===== src/rtl/cache_bist_pkg.sv =====
// Shared types and helpers for the cache BIST: FSM state encoding,
// cache write-enable codes and the deterministic test pattern.
// The byte-lane states exist only when CACHE_BIST_BYTE_WRITE_EN is defined.
package cache_bist_pkg;

   typedef enum logic [3:0] {
      ST_IDLE,
      ST_WR_ISSUE,
      ST_WR_WAIT,
      ST_RD_ISSUE,
      ST_RD_WAIT,
`ifdef CACHE_BIST_BYTE_WRITE_EN
      ST_BYTE_ISSUE,
      ST_BYTE_WAIT,
      ST_BYTE_READ,
      ST_BYTE_CHECK,
`endif
      ST_DONE
   } state_e;

   localparam logic [3:0] WeNone  = 4'b0000;
   localparam logic [3:0] WeByte0 = 4'b0001;
   localparam logic [3:0] WeWord  = 4'b1111;

   // Value written into byte lane 0 during the byte-lane pass.
   localparam logic [7:0] BytePattern = 8'h5A;

   // pat(i) = seed ^ (i * stride), truncated to 32 bits.
   function automatic logic [31:0] pattern(input logic [31:0] index,
                                           input logic [31:0] seed,
                                           input logic [31:0] stride);
      return seed ^ (index * stride);
   endfunction

endpackage


===== src/rtl/cache_bist_if.sv =====
// CPU-side cache port as seen by the BIST. The BIST is the master;
// the cache (or a bench model of it) is the slave.
interface cache_bist_if;

   logic        c_enable;
   logic [3:0]  c_write_enable;
   logic [31:0] c_address;
   logic [31:0] c_data_in;
   logic [31:0] c_data_out;
   logic        c_data_out_ready;
   logic        c_busy;

   modport master (
      output c_enable, c_write_enable, c_address, c_data_in,
      input  c_data_out, c_data_out_ready, c_busy
   );

   modport slave (
      input  c_enable, c_write_enable, c_address, c_data_in,
      output c_data_out, c_data_out_ready, c_busy
   );

endinterface


===== src/rtl/cache_bist_checker.sv =====
// Read-back comparator: counts mismatches (saturating at 16'hFFFF) and
// captures address / expected / actual of the first mismatch since clear.
module cache_bist_checker (
   input  logic        clk,
   input  logic        rst_n,
   input  logic        clear,
   input  logic        sample,
   input  logic [31:0] address,
   input  logic [31:0] expected,
   input  logic [31:0] actual,
   output logic [15:0] error_count,
   output logic [31:0] fail_address,
   output logic [31:0] fail_expected,
   output logic [31:0] fail_actual
);

   logic [15:0] err_cnt_q, err_cnt_d;
   logic [31:0] fail_addr_q, fail_addr_d;
   logic [31:0] fail_exp_q, fail_exp_d;
   logic [31:0] fail_act_q, fail_act_d;
   logic        mismatch;

   assign mismatch = sample && (actual != expected);

   // Next-state for the error counter and first-failure capture.
   always_comb begin
      // NOTE: every signal gets a default first so no path leaves it unassigned (no latch).
      err_cnt_d   = err_cnt_q;
      fail_addr_d = fail_addr_q;
      fail_exp_d  = fail_exp_q;
      fail_act_d  = fail_act_q;
      if (clear) begin
         err_cnt_d   = '0;
         fail_addr_d = '0;
         fail_exp_d  = '0;
         fail_act_d  = '0;
      end else if (mismatch) begin
         if (err_cnt_q != 16'hFFFF) err_cnt_d = err_cnt_q + 16'd1;
         if (err_cnt_q == 16'd0) begin
            fail_addr_d = address;
            fail_exp_d  = expected;
            fail_act_d  = actual;
         end
      end
   end

   // Capture registers with synchronous active-low reset.
   always_ff @(posedge clk) begin
      // NOTE: sequential state uses non-blocking assignments so all flops update together.
      if (!rst_n) begin
         err_cnt_q   <= '0;
         fail_addr_q <= '0;
         fail_exp_q  <= '0;
         fail_act_q  <= '0;
      end else begin
         err_cnt_q   <= err_cnt_d;
         fail_addr_q <= fail_addr_d;
         fail_exp_q  <= fail_exp_d;
         fail_act_q  <= fail_act_d;
      end
   end

   assign error_count   = err_cnt_q;
   assign fail_address  = fail_addr_q;
   assign fail_expected = fail_exp_q;
   assign fail_actual   = fail_act_q;

endmodule


===== src/rtl/cache_bist.sv =====
// Cache built-in self-test: writes pat(i) to BaseAddress + 4*i for every
// word, then reads each word back and compares it.
// Optional macro CACHE_BIST_BYTE_WRITE_EN adds a byte-lane-0 write and
// read-back pass after the read pass.
// All cache-port outputs are registered; an issue is visible on the port
// the cycle after the FSM sees !c_busy, so the first cycle of each wait
// state is skipped (the cache has not reacted yet and any data_out_ready
// there is stale).
module cache_bist
   import cache_bist_pkg::*;
#(
   parameter logic [31:0] BaseAddress = 32'd0,
   parameter int unsigned WordCount   = 16,
   parameter logic [31:0] Seed        = 32'hA5C3_0F1E,
   parameter logic [31:0] Stride      = 32'h9E37_79B9
) (
   input  logic        clk,
   input  logic        rst_n,
   input  logic        start,
   output logic        running,
   output logic        done,
   output logic        pass,
   output logic [15:0] error_count,
   output logic [31:0] fail_address,
   output logic [31:0] fail_expected,
   output logic [31:0] fail_actual,
   cache_bist_if.master cbus
);

   localparam logic [16:0] LastIdx = 17'(WordCount - 1);

   state_e      state_q, state_d;
   logic [16:0] idx_q, idx_d;
   logic        skip_q, skip_d;
   logic        en_q, en_d;
   logic [3:0]  we_q, we_d;
   logic [31:0] addr_q, addr_d;
   logic [31:0] din_q, din_d;
   logic        done_q, done_d;

   logic [31:0] cur_addr;
   logic [31:0] cur_pat;
   logic [31:0] cmp_expected;
   logic        last_word;
   logic        start_ok;
   logic        sample;

   assign cur_addr  = BaseAddress + {13'd0, idx_q, 2'b00};
   assign cur_pat   = pattern({15'd0, idx_q}, Seed, Stride);
   assign last_word = (idx_q == LastIdx);
   assign start_ok  = start && ((state_q == ST_IDLE) || (state_q == ST_DONE));

`ifdef CACHE_BIST_BYTE_WRITE_EN
   assign sample       = ((state_q == ST_RD_WAIT) || (state_q == ST_BYTE_CHECK)) &&
                         !skip_q && cbus.c_data_out_ready;
   assign cmp_expected = (state_q == ST_BYTE_CHECK) ? {cur_pat[31:8], BytePattern} : cur_pat;
`else
   assign sample       = (state_q == ST_RD_WAIT) && !skip_q && cbus.c_data_out_ready;
   assign cmp_expected = cur_pat;
`endif

   // FSM next-state and registered cache-port outputs.
   always_comb begin
      state_d = state_q;
      idx_d   = idx_q;
      skip_d  = 1'b0;
      en_d    = en_q;
      we_d    = WeNone;
      addr_d  = addr_q;
      din_d   = din_q;
      done_d  = done_q;
      if (start_ok) begin
         state_d = ST_WR_ISSUE;
         idx_d   = '0;
         en_d    = 1'b1;
         done_d  = 1'b0;
      end else begin
         unique case (state_q)
            ST_WR_ISSUE: if (!cbus.c_busy) begin
               addr_d  = cur_addr;
               din_d   = cur_pat;
               we_d    = WeWord;
               skip_d  = 1'b1;
               state_d = ST_WR_WAIT;
            end
            ST_WR_WAIT: if (!skip_q && !cbus.c_busy) begin
               if (last_word) begin
                  idx_d   = '0;
                  state_d = ST_RD_ISSUE;
               end else begin
                  idx_d   = idx_q + 17'd1;
                  state_d = ST_WR_ISSUE;
               end
            end
            ST_RD_ISSUE: if (!cbus.c_busy) begin
               addr_d  = cur_addr;
               skip_d  = 1'b1;
               state_d = ST_RD_WAIT;
            end
            ST_RD_WAIT: if (sample) begin
               if (last_word) begin
                  idx_d = '0;
`ifdef CACHE_BIST_BYTE_WRITE_EN
                  state_d = ST_BYTE_ISSUE;
`else
                  state_d = ST_DONE;
                  en_d    = 1'b0;
                  done_d  = 1'b1;
`endif
               end else begin
                  idx_d   = idx_q + 17'd1;
                  state_d = ST_RD_ISSUE;
               end
            end
`ifdef CACHE_BIST_BYTE_WRITE_EN
            ST_BYTE_ISSUE: if (!cbus.c_busy) begin
               addr_d  = cur_addr;
               din_d   = {cur_pat[31:8], BytePattern};
               we_d    = WeByte0;
               skip_d  = 1'b1;
               state_d = ST_BYTE_WAIT;
            end
            ST_BYTE_WAIT: if (!skip_q && !cbus.c_busy) state_d = ST_BYTE_READ;
            ST_BYTE_READ: if (!cbus.c_busy) begin
               addr_d  = cur_addr;
               skip_d  = 1'b1;
               state_d = ST_BYTE_CHECK;
            end
            ST_BYTE_CHECK: if (sample) begin
               if (last_word) begin
                  state_d = ST_DONE;
                  en_d    = 1'b0;
                  done_d  = 1'b1;
               end else begin
                  idx_d   = idx_q + 17'd1;
                  state_d = ST_BYTE_ISSUE;
               end
            end
`endif
            default: ;
         endcase
      end
   end

   // FSM and output registers; reset overrides a run in progress.
   always_ff @(posedge clk) begin
      if (!rst_n) begin
         state_q <= ST_IDLE;
         idx_q   <= '0;
         skip_q  <= 1'b0;
         en_q    <= 1'b0;
         we_q    <= WeNone;
         addr_q  <= '0;
         din_q   <= '0;
         done_q  <= 1'b0;
      end else begin
         state_q <= state_d;
         idx_q   <= idx_d;
         skip_q  <= skip_d;
         en_q    <= en_d;
         we_q    <= we_d;
         addr_q  <= addr_d;
         din_q   <= din_d;
         done_q  <= done_d;
      end
   end

   cache_bist_checker u_checker (
      .clk           (clk),
      .rst_n         (rst_n),
      .clear         (start_ok),
      .sample        (sample),
      .address       (cur_addr),
      .expected      (cmp_expected),
      .actual        (cbus.c_data_out),
      .error_count   (error_count),
      .fail_address  (fail_address),
      .fail_expected (fail_expected),
      .fail_actual   (fail_actual)
   );

   assign running             = (state_q != ST_IDLE) && (state_q != ST_DONE);
   assign done                = done_q;
   assign pass                = done_q && (error_count == 16'd0);
   assign cbus.c_enable       = en_q;
   assign cbus.c_write_enable = we_q;
   assign cbus.c_address      = addr_q;
   assign cbus.c_data_in      = din_q;

endmodule


===== src/flat_wrapper.sv =====
// flat-port wrapper written by rule: the top's interface ports become plain ports
module cache_bist_flat import cache_bist_pkg::*;
#(
   parameter logic [31:0] BaseAddress = 32'd0,
   parameter int unsigned WordCount   = 16,
   parameter logic [31:0] Seed        = 32'hA5C3_0F1E,
   parameter logic [31:0] Stride      = 32'h9E37_79B9
)
  (clk, rst_n, start, running, done, pass, error_count, fail_address, fail_expected, fail_actual, cbus_c_enable, cbus_c_write_enable, cbus_c_address, cbus_c_data_in, cbus_c_data_out, cbus_c_data_out_ready, cbus_c_busy);
  cache_bist_if cbus_i ();
  input  logic clk;
  input  logic rst_n;
  input  logic start;
  output logic running;
  output logic done;
  output logic pass;
  output logic [15:0] error_count;
  output logic [31:0] fail_address;
  output logic [31:0] fail_expected;
  output logic [31:0] fail_actual;
  output wire logic [$bits(cbus_i.c_enable)-1:0] cbus_c_enable;
  output wire logic [$bits(cbus_i.c_write_enable)-1:0] cbus_c_write_enable;
  output wire logic [$bits(cbus_i.c_address)-1:0] cbus_c_address;
  output wire logic [$bits(cbus_i.c_data_in)-1:0] cbus_c_data_in;
  input wire logic [$bits(cbus_i.c_data_out)-1:0] cbus_c_data_out;
  input wire logic [$bits(cbus_i.c_data_out_ready)-1:0] cbus_c_data_out_ready;
  input wire logic [$bits(cbus_i.c_busy)-1:0] cbus_c_busy;
  assign cbus_c_enable = cbus_i.c_enable;
  assign cbus_c_write_enable = cbus_i.c_write_enable;
  assign cbus_c_address = cbus_i.c_address;
  assign cbus_c_data_in = cbus_i.c_data_in;
  assign cbus_i.c_data_out = cbus_c_data_out;
  assign cbus_i.c_data_out_ready = cbus_c_data_out_ready;
  assign cbus_i.c_busy = cbus_c_busy;
  cache_bist #(.BaseAddress(BaseAddress), .WordCount(WordCount), .Seed(Seed), .Stride(Stride)) u_core (.clk(clk), .rst_n(rst_n), .start(start), .running(running), .done(done), .pass(pass), .error_count(error_count), .fail_address(fail_address), .fail_expected(fail_expected), .fail_actual(fail_actual), .cbus(cbus_i));
endmodule

===== config.mk =====
export PLATFORM = sky130hd
export DESIGN_NAME = cache_bist_flat
export DESIGN_NICKNAME = d
export VERILOG_FILES = /design/src/rtl/cache_bist_pkg.sv /design/src/rtl/cache_bist_if.sv /design/src/rtl/cache_bist_checker.sv /design/src/rtl/cache_bist.sv /design/src/flat_wrapper.sv
export SDC_FILE = /design/constraint.sdc
export NUM_CORES = 1
export LEC_CHECK = 0
export CAP_MARGIN = 40
export CELL_PAD_IN_SITES_DETAIL_PLACEMENT = 2
export CELL_PAD_IN_SITES_GLOBAL_PLACEMENT = 2
export CORE_ASPECT_RATIO = 1.5
export CORE_MARGIN = 10
export CORE_UTILIZATION = 31
export CTS_CLUSTER_DIAMETER = 200
export DETAILED_ROUTE_END_ITERATION = 8
export GPL_TIMING_DRIVEN = 0
export PLACE_DENSITY_LB_ADDON = 0.1
export SYNTH_ARGS = -nofsm -noshare
export SYNTH_HDL_FRONTEND = slang
export SYNTH_HIERARCHICAL = 1
export SYNTH_SLANG_ARGS = --single-unit

===== constraint.sdc =====
create_clock -name clk -period 10.05 [get_ports clk]
set_input_delay 1.005 -clock clk [delete_from_list [all_inputs] [get_ports clk]]
set_output_delay 1.005 -clock clk [all_outputs]
set_load 0.1 [all_outputs]

---- After elaboration in Yosys (flattened, before gate mapping) ----
Cells that the tools add are included.
storage, ports and cells
  word-level logic and storage cells ...... 89
  register bits ........................... 174
operators by class
  bitwise logic cells ..................... 6
  add/sub/neg operators ................... 2
  eq/ne operators ......................... 17
  multipliers ............................. 1
  mux-type cells .......................... 18
  reductions and logical operators ........ 32
operator list
  kind                                                                    number
  17-bit 2-to-1 mux                                                       3
  17-bit one-hot mux with 2 select lines                                  1
  17-bit by 32-bit multiplier with 32-bit output (second input constant)  1
  32-bit != test                                                          1
  4-bit 2-to-1 mux                                                        5
  17-bit by 1-bit adder with 17-bit output (second input constant)        1
  17-bit by 4-bit == test with 1-bit output (second input constant)       1
  16-bit by 1-bit adder with 16-bit output (second input constant)        1
  16-bit logical NOT                                                      1
  16-bit != test (second input constant)                                  1
  16-bit inverter                                                         1
  4-bit one-hot mux with 4 select lines                                   1
  3-bit AND reduction                                                     5
  5-bit AND reduction                                                     2
  3-bit by 2-bit != test with 1-bit output (second input constant)        3
  4-bit by 2-bit == test with 1-bit output (second input constant)        2
  4-bit by 3-bit == test with 1-bit output (second input constant)        2
  2-bit nonzero test                                                      4
  4-bit nonzero test                                                      2
  1-bit logical AND                                                       7
  1-bit 2-to-1 mux                                                        6
  2-bit != test (second input constant)                                   3
  3-bit OR reduction                                                      2
  1-bit inverter                                                          5
  other kinds (12)                                                        15

---- Longest topological paths before layout ----
  word-level depth ........................ 6
  gate-level depth with buffers ........... 30
  depth with buffers taken out ............ 27

---- Hierarchy ----
The synthesis kept the hierarchy.
by module, submodules not included
  module              area each (um^2)  seq. area each (um^2)  cells an instance  instances
  cache_bist          9623.0            1461.4                 1063               1
  cache_bist_checker  4606.9            2242.2                 461                1

---- Worst setup path after synthesis ----
No wires, ideal clock.
  path type ............................... flip-flop to flip-flop
  start point ............................. reg u_core.idx_q[8]
  end point ............................... reg u_core.u_checker.fail_exp_q[22], in the netlist u_core/u_checker/fail_expected[22]
  slack ................................... 3032 ps
  data arrival time ....................... 6891 ps
  stages on the path, launching flop included .. 29
  buffers on the path ..................... 3
  path through ............................ dfxtp_1 > inv_1 > ha_1 > fa_1 > inv_1 > fa_1 > inv_1 > fa_1 > fa_1 > inv_1 > fa_1 > inv_1 > ha_1 > nand2_1 > nor2_1 > a32o_2 > o31ai_2 > o311ai_2 > mux2i_1 > nor3_1 > xor2_1 > nor4_1 > nand4_1 > o211ai_1 > buf_4 > buf_6 > buf_8 > mux2i_1 > nor2_1
between the ends
  word-level cells in the longest chain between the ends .. 5
RTL lines
  element                                         line                      source
  start: declaration                              cache_bist.sv:33          logic [16:0] idx_q, idx_d;
  start signal: assignment                        cache_bist.sv:158         idx_q <= idx_d;
  17-bit by 32-bit multiplier with 32-bit output  cache_bist_pkg.sv:32      return seed ^ (index * stride);
  16-bit inverter (no source line)                --
  net u_core.cmp_expected[29]                     cache_bist.sv:43          logic [31:0] cmp_expected;
  32-bit != test                                  cache_bist_checker.sv:23  assign mismatch = sample && (actual != expected);
  1-bit logical AND                               cache_bist_checker.sv:23
  2-bit AND reduction (no source line)            --
  end signal: assignment                          cache_bist_checker.sv:58  fail_exp_q <= fail_exp_d;
  end: declaration                                cache_bist_checker.sv:19  logic [31:0] fail_exp_q, fail_exp_d;
The timed path passes the listed nets, and every way through them passes these cells.
A chain may end at the register's enable or synchronous reset.

---- Final worst setup path ----
  start point ............................. reg u_core.idx_q[8]
  end point ............................... reg u_core.u_checker.fail_exp_q[28], in the netlist u_core/u_checker/fail_expected[28]
The elaborated chain is that of the path after synthesis.

==> impl_metrics.ini <==
[cts]
post-cts-setup-buffers = 0
clk_pin_slew_ns = 0.09
holdBufCountCts = 0
cts_buffers = 17
htreeDepth = 4
cts-root-buf = clkbuf_16
numClockSinks = 185
cts_buffer_depth = 2
cts_resized = 0
clock_latency_ns = 0.47
cts_tree = done

[synth]
avgSynthCellArea_um2 = 9.337
synth_area_leader_cell = dfxtp_1
netlist_instances = 1524
yosys.area_share.adder_pct = 31.86
synth_xor_xnor_area_share_pct = 5.170
synth_top_family_by_area = adder cells
ys_async_sr_fraction_pct = 0
synth_compound_area_share_pct = 7.606
ys.flop_type = dfxtp_1
synth_edf_count = 0
yosysUniqueCellTypes = 70
synthMuxAreaShare_pct = 7.105
synth-simple-area-share_pct = 12.43
synth_top_area_share_pct = 26.03
synth.cell_area_um2 = 14230
ys_seq_elements = 185
seq_area_frac_synth_pct = 26.03
synth_warnings = 6
synthTopCellsByArea = dfxtp_1, fa_1, ha_1, mux2i_1, inv_1

[layout]
areaGrowthSynthToFinish_pct = 50.10
design_area_um2 = 21360
fin_nets = 2255
utilization_pct = 46.80
fill_cells = 4742
diodes = 0
final_common_cell = inv_1
drive_above_1_share_pct = 13.16
fin_cells = 2549
layout_common_cells = inv_1, clkdlybuf4s50_1, dfxtp_1

[timing]
rsz0062_at_grt = false
setup-tns-final_ns = 0
tightest_slew_ns = 0.8539
final-max-slew-violation-count = 0
clock_skew_ns = 0.01895
setup_viol = 0
hold_violations = 0
fin_crit_ns = 9.519
timing.slew.headroom_pct = 43.07
max_freq_ghz = 0.1051
min_period_over_period_pct = 94.72

[setup_path]
cpLargestDelayFamily = adder cells
crit_path_max_incr_delay_ns = 0.80
crit_path_start_kind = flip-flop
worstRegToRegCells = 28
worstPathRequired_ns = 10.35
critical_path.max_fanout = 11
r2r_end = u_core/u_checker/fail_expected[28]$_SDFFE_PP0P_
crit_type = flip-flop to flip-flop
reg2reg_from = u_core/idx_q[8]$_SDFFE_PP0P_
cp.arrival_ns = 9.81
startpoint = u_core/idx_q[8]$_SDFFE_PP0P_
crit_buf_inv = 8
crit_path_end_kind = flip-flop
critical-path-slowest-cell = dfxtp_1
r2r_slack_ns = 0.53

[die]
start_util_pct = 31.18
coreArea_um2 = 45640
die_x_um = 194.9
die_area_um2 = 55050
die-height_um = 282.4
rows = 96
io_pins = 221

[placed_design]
gp_routability_congestion = 0.8755
dp.cells = 2517
portBuffers = 205
dp.final_hpwl_um = 52730
dpl-instance-area_um2 = 20750

[route]
finalWirelength_um = 63510
drc = 0
drt-pass1-iter-count = 4
wl_per_cell_um = 24.92
num_vias = 12341
routed_via_density = 4.842
drtIter0Drc = 420
antenna_left = 0

[global_routing]
grt_pass1_wl_um = 95580
grt-ovfl-total = 0
grt_pass1_vias = 14677
grt_use_total_pct = 23.09
grt_max_degree = 21
antenna_found_initial = 0

[power]
p_per_area_nw_per_um2 = 80.13
p_leak_nw = 10.01
peakVddDrop_mv = 0.1151

[min_path]
hp-class = flip-flop to flip-flop
min_from = u_core/cbus.c_data_in[0]$_SDFFE_PN0P_
worstHoldPathCells = 2
hold_end = u_core/cbus.c_data_in[0]$_SDFFE_PN0P_

[run]
max-cap-violations = 0

[run_status]
status = completed
[layout make-up]
type                    count  area, um2  share of cell area (%)
plain buffers              66      406.6                   1.904
clock buffers              18      439.2                   2.056
clock inverters            14      170.2                  0.7967
inverters                 262      983.4                   4.604
multi-input cells        1040       9245                   43.28
flip-flops and latches    185       3704                   17.34
well taps                 588      735.7                   3.444
repair buffers            376       5675                   26.57
[cells in the mapped netlist, types with 4 or more instances]
| cell type | count |
|---|---|
| xor2_1 | 49 |
| o21ai_1 | 6 |
| and2_1 | 4 |
| or4_1 | 6 |
| mux2i_1 | 101 |
| nor2_1 | 182 |
| dfxtp_1 | 185 |
| or3_1 | 9 |
| a21o_1 | 15 |
| nor4_1 | 18 |
| o211ai_1 | 4 |
| buf_8 | 4 |
| inv_1 | 261 |
| buf_4 | 25 |
| a31oi_1 | 5 |
| nand4_1 | 12 |
| fa_1 | 154 |
| buf_2 | 4 |
| a211oi_1 | 9 |
| clkbuf_1 | 31 |
| o21bai_1 | 4 |
| nand2b_1 | 10 |
| o31ai_1 | 6 |
| nor2b_1 | 5 |
| a21oi_1 | 62 |
| xnor2_1 | 35 |
| nand2_1 | 102 |
| ha_1 | 116 |
| o21ai_0 | 20 |
| nand3_1 | 12 |
| nor3_1 | 17 |
[metrics by stage]
step           setup slack [ns]  hold WS [ns]  total power [mW]
4_1_cts                  0.4679        0.4662             1.729
6_report                 0.5309        0.4660             1.711
5_1_grt                  0.1995        0.4944             1.766
3_3_place_gp             0.8935        0.4432            0.9627
2_1_floorplan             3.032        0.5246            0.8951
3_5_place_dp             0.6744        0.4506             1.005
[cells by family (layout without fill, tap and decap cells)]
logic type | Yosys count | count (layout)
simple gates | 394 | 394
compound gates | 161 | 161
buf+inv | 328 | 736
mux | 101 | 101
flops | 185 | 185
other cells | 1 | 30
xor+xnor | 84 | 84
fa+ha+maj | 270 | 270
[how the worst max path moves through the flow]
stage / to / slack [ns] / depth (start not counted)
final: u_core/u_checker/fail_expected[28]$_SDFFE_PP0P_ / 0.53 / 28
after CTS: u_core/u_checker/fail_expected[28]$_SDFFE_PP0P_ / 0.47 / 28
after detailed placement: u_core/u_checker/fail_expected[28]$_SDFFE_PP0P_ / 0.67 / 28
after global routing: u_core/u_checker/fail_expected[28]$_SDFFE_PP0P_ / 0.20 / 28
after global placement: u_core/u_checker/fail_address[18]$_SDFFE_PP0P_ / 0.89 / 28
after floorplan: u_core/u_checker/fail_expected[22]$_SDFFE_PP0P_ / 3.03 / 28
[registers in the layout, summed over array words and instances, names as in the netlist]
| name | count |
|---|---|
| u_core/cbus.c_data_in | 32 |
| u_core/u_checker/fail_actual | 32 |
| u_core/u_checker/fail_address | 32 |
| u_core/u_checker/fail_expected | 32 |
| u_core/cbus.c_address | 17 |
| u_core/idx_q | 17 |
| u_core/u_checker/error_count | 16 |
| u_core/state_q | 3 |
| u_core/cbus.c_enable | 1 |
| u_core/cbus.c_write_enable | 1 |
| u_core/done | 1 |
| u_core/skip_q | 1 |
[where the power goes]
group	internal (mW)	total, mW	switching (mW)
logic	0.0795	0.247	0.168
clock network	0.344	0.720	0.376
registers	0.739	0.744	0.00470
total	1.16	1.71	0.548
[routing by layer]
layer	track usage, %	up-vias	wire (um)
met1	22.44	6310	22710
li1	-	5666	-
met3	3.036	94	1611
met5	0	-	0
met4	10.50	0	2862
met2	46.68	271	36320
[tightest hold or removal path: stages, from the launching register on]
cell     delay (ns)
dfxtp_1        0.32
nand2_1        0.05
a21oi_1        0.05
Power figures use the tool's default switching activity.
